$ cat src/rtl/dct_row_collector.sv
// dct_row_collector
//   Collects LANES consecutive WIDTH-bit dot-product results into one packed
//   row word (lane k at [WIDTH*k+WIDTH-1:WIDTH*k]) and presents completed rows
//   on a valid/ready interface. Two row buffers absorb the lack of upstream
//   backpressure; out_last tags row ROWS-1 of every block.
//
// Ports
//   clk        rising-edge clock
//   rst_n      synchronous active-low reset
//   in_data    dot-product result
//   in_valid   one-cycle qualifier for in_data (no ready returned)
//   out_row    packed row from the read-side buffer
//   out_valid  out_row holds a complete row
//   out_ready  consumer accepts the row
//   out_last   current row is the last row of its block
//   overflow   sticky: a word arrived while the write buffer was still full
//   drop_cnt   saturating count of dropped words
//              (only with DCT_ROW_COLLECTOR_DROP_CNT_EN defined)
//
// Optional feature macro: DCT_ROW_COLLECTOR_DROP_CNT_EN

module dct_row_collector #(
    parameter int WIDTH = 32,
    parameter int LANES = 8,
    parameter int ROWS  = 8
) (
    input  logic                     clk,
    input  logic                     rst_n,
    input  logic [WIDTH-1:0]         in_data,
    input  logic                     in_valid,
    output logic [WIDTH*LANES-1:0]   out_row,
    output logic                     out_valid,
    input  logic                     out_ready,
    output logic                     out_last,
    output logic                     overflow
`ifdef DCT_ROW_COLLECTOR_DROP_CNT_EN
    ,
    output logic [15:0]              drop_cnt
`endif
);

    localparam int WCNT_W = (LANES > 1) ? $clog2(LANES) : 1;
    localparam int RIDX_W = (ROWS  > 1) ? $clog2(ROWS)  : 1;

    localparam logic [WCNT_W-1:0] WCNT_LAST = WCNT_W'(LANES - 1);
    localparam logic [RIDX_W-1:0] RIDX_LAST = RIDX_W'(ROWS - 1);

    logic [WIDTH*LANES-1:0] row_buf_q [2];
    logic [WIDTH*LANES-1:0] row_buf_d [2];
    logic [1:0]             full_q, full_d;
    logic [WCNT_W-1:0]      wcnt_q, wcnt_d;
    logic                   wsel_q, wsel_d;
    logic                   rsel_q, rsel_d;
    logic [RIDX_W-1:0]      ridx_q, ridx_d;
    logic                   overflow_q, overflow_d;
`ifdef DCT_ROW_COLLECTOR_DROP_CNT_EN
    logic [15:0]            drop_cnt_q, drop_cnt_d;
`endif

    always_comb begin
        row_buf_d  = row_buf_q;
        full_d     = full_q;
        wcnt_d     = wcnt_q;
        wsel_d     = wsel_q;
        rsel_d     = rsel_q;
        ridx_d     = ridx_q;
        overflow_d = overflow_q;
`ifdef DCT_ROW_COLLECTOR_DROP_CNT_EN
        drop_cnt_d = drop_cnt_q;
`endif

        // Write side: fill buf[wsel] lane by lane, drop while it is still full.
        if (in_valid) begin
            if (!full_q[wsel_q]) begin
                row_buf_d[wsel_q][int'(wcnt_q)*WIDTH +: WIDTH] = in_data;
                if (wcnt_q == WCNT_LAST) begin
                    full_d[wsel_q] = 1'b1;
                    wsel_d         = ~wsel_q;
                    wcnt_d         = '0;
                end else begin
                    wcnt_d = wcnt_q + WCNT_W'(1);
                end
            end else begin
                overflow_d = 1'b1;
`ifdef DCT_ROW_COLLECTOR_DROP_CNT_EN
                if (drop_cnt_q != '1) begin
                    drop_cnt_d = drop_cnt_q + 16'd1;
                end
`endif
            end
        end

        // Read side: a fill completing on buf[wsel] and a drain of buf[rsel]
        // never hit the same buffer (fill needs !full, drain needs full), so
        // both full_d updates can land in the same cycle.
        if (full_q[rsel_q] && out_ready) begin
            full_d[rsel_q] = 1'b0;
            rsel_d         = ~rsel_q;
            ridx_d         = (ridx_q == RIDX_LAST) ? '0 : ridx_q + RIDX_W'(1);
        end
    end

    always_ff @(posedge clk) begin
        if (!rst_n) begin
            row_buf_q  <= '{default: '0};
            full_q     <= '0;
            wcnt_q     <= '0;
            wsel_q     <= 1'b0;
            rsel_q     <= 1'b0;
            ridx_q     <= '0;
            overflow_q <= 1'b0;
`ifdef DCT_ROW_COLLECTOR_DROP_CNT_EN
            drop_cnt_q <= '0;
`endif
        end else begin
            row_buf_q  <= row_buf_d;
            full_q     <= full_d;
            wcnt_q     <= wcnt_d;
            wsel_q     <= wsel_d;
            rsel_q     <= rsel_d;
            ridx_q     <= ridx_d;
            overflow_q <= overflow_d;
`ifdef DCT_ROW_COLLECTOR_DROP_CNT_EN
            drop_cnt_q <= drop_cnt_d;
`endif
        end
    end

    // Outputs come straight from state; nothing from in_* reaches them.
    assign out_row   = row_buf_q[rsel_q];
    assign out_valid = full_q[rsel_q];
    assign out_last  = full_q[rsel_q] && (ridx_q == RIDX_LAST);
    assign overflow  = overflow_q;
`ifdef DCT_ROW_COLLECTOR_DROP_CNT_EN
    assign drop_cnt  = drop_cnt_q;
`endif

endmodule
$ cat config.mk
export PLATFORM = sky130hd
export DESIGN_NAME = dct_row_collector
export DESIGN_NICKNAME = d
export VERILOG_FILES = /design/src/rtl/dct_row_collector.sv
export SDC_FILE = /design/constraint.sdc
export NUM_CORES = 1
export LEC_CHECK = 0
export CAP_MARGIN = 15
export CORE_UTILIZATION = 50
export CTS_BUF_LIST = sky130_fd_sc_hd__clkbuf_16
export CTS_CLUSTER_DIAMETER = 100
export DETAILED_ROUTE_END_ITERATION = 8
export GPL_TIMING_DRIVEN = 1
export HOLD_SLACK_MARGIN = 0.12
export MAX_ROUTING_LAYER = met4
export PLACE_DENSITY = 0.76
export SYNTH_ARGS = -nofsm -noshare
export SYNTH_HDL_FRONTEND = slang
export SYNTH_SLANG_ARGS = --single-unit
$ cat constraint.sdc
create_clock -name clk -period 2.1 [get_ports clk]
set_input_delay 0.315 -clock clk [delete_from_list [all_inputs] [get_ports clk]]
set_output_delay 0.315 -clock clk [all_outputs]
set_load 0.01 [all_outputs]
==> results_dict.tcl <==
set metrics [dict create \
    status "finished with violations" \
    violations "negative setup slack" \
    ys.flop_type "dfxtp_1" \
    synthesis.area_um2 22500 \
    hold_ws_ns 0.455 \
    area_growth_pct 34.4 \
    crit_path_start_kind "flop" \
    fp.dieW_um 214 \
    clock_latency_ns 0.59 \
    gp_congestion 0.795 \
    final_cells 3163 \
    overflow 0 \
    yosysSeqAreaShare_pct 46.6 \
    htreeDepth 2 \
    cp.arrival_ns 2.03 \
    cts-root-buf "clkbuf_16" \
    ys_ff_latch 523 \
    peakVddDrop_v 0.000543 \
    ys_top_cells_by_count "nand2_1 (598), dfxtp_1 (523), mux2i_1 (514), mux2_2 (257), clkbuf_1 (76)" \
    setup_viol 253 \
    crit_top_cell "buf_6" \
    port_buffers 294 \
    hold_viol_final 0 \
    fillers 3188 \
    nets 2568 \
    cts.path.max_buffers 3 \
    syn-num-nets 2220 \
    tightest_slew_ns 0.660 \
    max_stage_delay_ns 0.42 \
    synth.most_common_cell "nand2_1" \
    cp_max_fo 5 \
    utilization_pct 68.2 \
    coreArea_um2 44300 \
    synth.top_cell.area_share_pct 46.6 \
    cts_tree "done" \
    post-route-drc-count 0 \
    finalCritPeriodShare_pct 112 \
    drtIter0Drc 1435 \
    multiInputGateArea_um2 11900 \
    cp_top_family "buffers and inverters" \
    crit_chain "buf_6 > clkbuf_16 > buf_6 > mux2i_4 > inv_2 > and2_4 > buf_6" \
    regToRegSetupSlack_ns 0.07 \
    start_util_pct 50.7 \
    synthTopCellsByArea "dfxtp_1 (47%), mux2i_1 (23%), mux2_2 (13%)" \
    slew_violations 0 \
    wl_per_cell_um 21.7 \
    wirelength_um 68500 \
    synth.distinct_cells 34 \
    grt_max_degree 136 \
    dp.cells 2973 \
    num_rows 77 \
    skew_ns 0.0227 \
    antenna_found_initial 4 \
    ant_nets 0 \
    layout-drive-gt1-share_pct 28.7 \
    path_class "reg -> out" \
    power_w 0.0203 \
    maxCapViolCount 0 \
    viasPerCell 5.52 \
    synth.avg_cell_area_um2 10.3 \
    rsz0062_at_grt "yes" \
    yosysTopAreaCell "dfxtp_1" \
    fp.dieH_um 214 \
    worstPathRequired_ns 1.78 \
    async_reset_ff_share_pct 0 \
    min_path_type "reg -> reg" \
    synthCells 2176 \
    fmax_mhz 427 \
    setup_tns_ns -38.51 \
    path_clk_slew_ns 0.06 \
    synth_warnings 0 \
    synth_edf_count 0 \
    vias 17500 \
    place.detailed.hpwl_um 41700 \
    cp_slowest_cell "dfxtp_4" \
    cts_sinks 523 \
    firstDrtPassIters 6 \
    period_needed_ns 2.34 \
    regArea_um2 10500 \
    fp.dieArea_um2 45800 \
    critPathBufInv 5 \
    grt_use_total_pct 28.3 \
    powerDensity_nw_per_um2 672 \
    grt_pass1_wl_um 98400 \
    endpoint_kind "output pin" \
    numCtsBuffers 53 \
    io_pins 295 \
    max_slew_margin_pct 56.0 \
    p_leak_nw 15.2 \
    setup_ws_ns -0.243 \
    grt_pass1_vias 17100 \
]
[cells in the final DEF (no fill, tap or decap), types with 49 or more instances in the layout]
cell type / count
clkbuf_2: 55
mux2i_1: 513
nand3_1: 49
mux2_2: 62
dfxtp_1: 522
buf_12: 52
nand2_1: 598
mux2_4: 195
clkbuf_16: 68
buf_6: 185
[state kept, by name (all words and copies together), names as in the netlist]
name	cells
full_q	2
overflow	1
ridx_q	3
row_buf_q	512
rsel_q	1
wcnt_q	3
wsel_q	1
[repair_timing]
item / in CTS / in global routing
hold endpoints to repair: 19 / 0
hold buffers: 1 / 0
gates cloned: 2 / 19
buffers inserted: 23 / 50
gates resized for setup: 361 / 851
endpoints found under the setup margin: 258 / 500
[final timing paths]
kind	startpoint	end	cells after the start
hold reg to reg	row_buf_q[173]$_SDFFE_PN0P_	row_buf_q[173]$_SDFFE_PN0P_	2
setup / recovery	rsel_q$_SDFFE_PN0P_	out_last	7
setup reg to reg	wcnt_q[0]$_SDFFE_PN0P_	row_buf_q[118]$_SDFFE_PN0P_	7
hold / removal	row_buf_q[173]$_SDFFE_PN0P_	row_buf_q[173]$_SDFFE_PN0P_	2
[per-layer routing]
layer / vias up / wire length (um) / part of all wire [%] / GRT usage (%)
li1: 8092 / - / - / -
met1: 8689 / 29200 / 43 / 35.9
met2: 565 / 32300 / 47 / 44.6
met3: 117 / 4460 / 6.5 / 4.96
met4: 0 / 2530 / 3.7 / 11.8
met5: - / 0 / 0 / -
[where the power goes]
part	internal [W]	leakage, nW	total (W)	switching (W)
Combinational	0.000366	10.2	0.00105	0.000687
Sequential	0.00996	4.21	0.00999	0.0000242
Clock	0.00532	0.882	0.00927	0.00396
Total	0.0156	15.2	0.0203	0.00467
[kinds of logic (layout without fill, tap and decap cells)]
family	Yosys count	count (layout)	synth area share, %
buf+inv	170	562	4.07
mux	771	771	35.7
flops	523	523	46.6
simple gates	686	686	12.7
compound gates	18	18	0.478
other cells	0	3	0
fa+ha+maj	8	8	0.445
[final cells by class]
class                      count  area share (%)
sequential                   523            34.7
antenna                        3          0.0248
inverter                       8          0.0994
timing repair buffer         455            17.8
clock inverter                44            1.03
multi-input combinational   1483            39.4
tap                          592            2.45
clock buffer                  55            4.55
[per-stage QoR]
step / setup slack (ns) / instance area [um^2]
after floorplan: -0.0324 / 22500
after global placement: 0.0400 / 26400
after detailed placement: -0.0340 / 26400
after CTS: -0.470 / 28500
after global routing: -0.282 / 30200
final: -0.243 / 30200
[worst register-to-register path: stages, from the launching register on]
cell	delay (ns)
dfxtp_1	0.33
inv_1	0.07
ha_1	0.20
ha_2	0.44
o31a_2	0.31
nand3_2	0.14
buf_12	0.22
mux2i_1	0.24
Note: power is estimated with default switching activity, not from simulation.
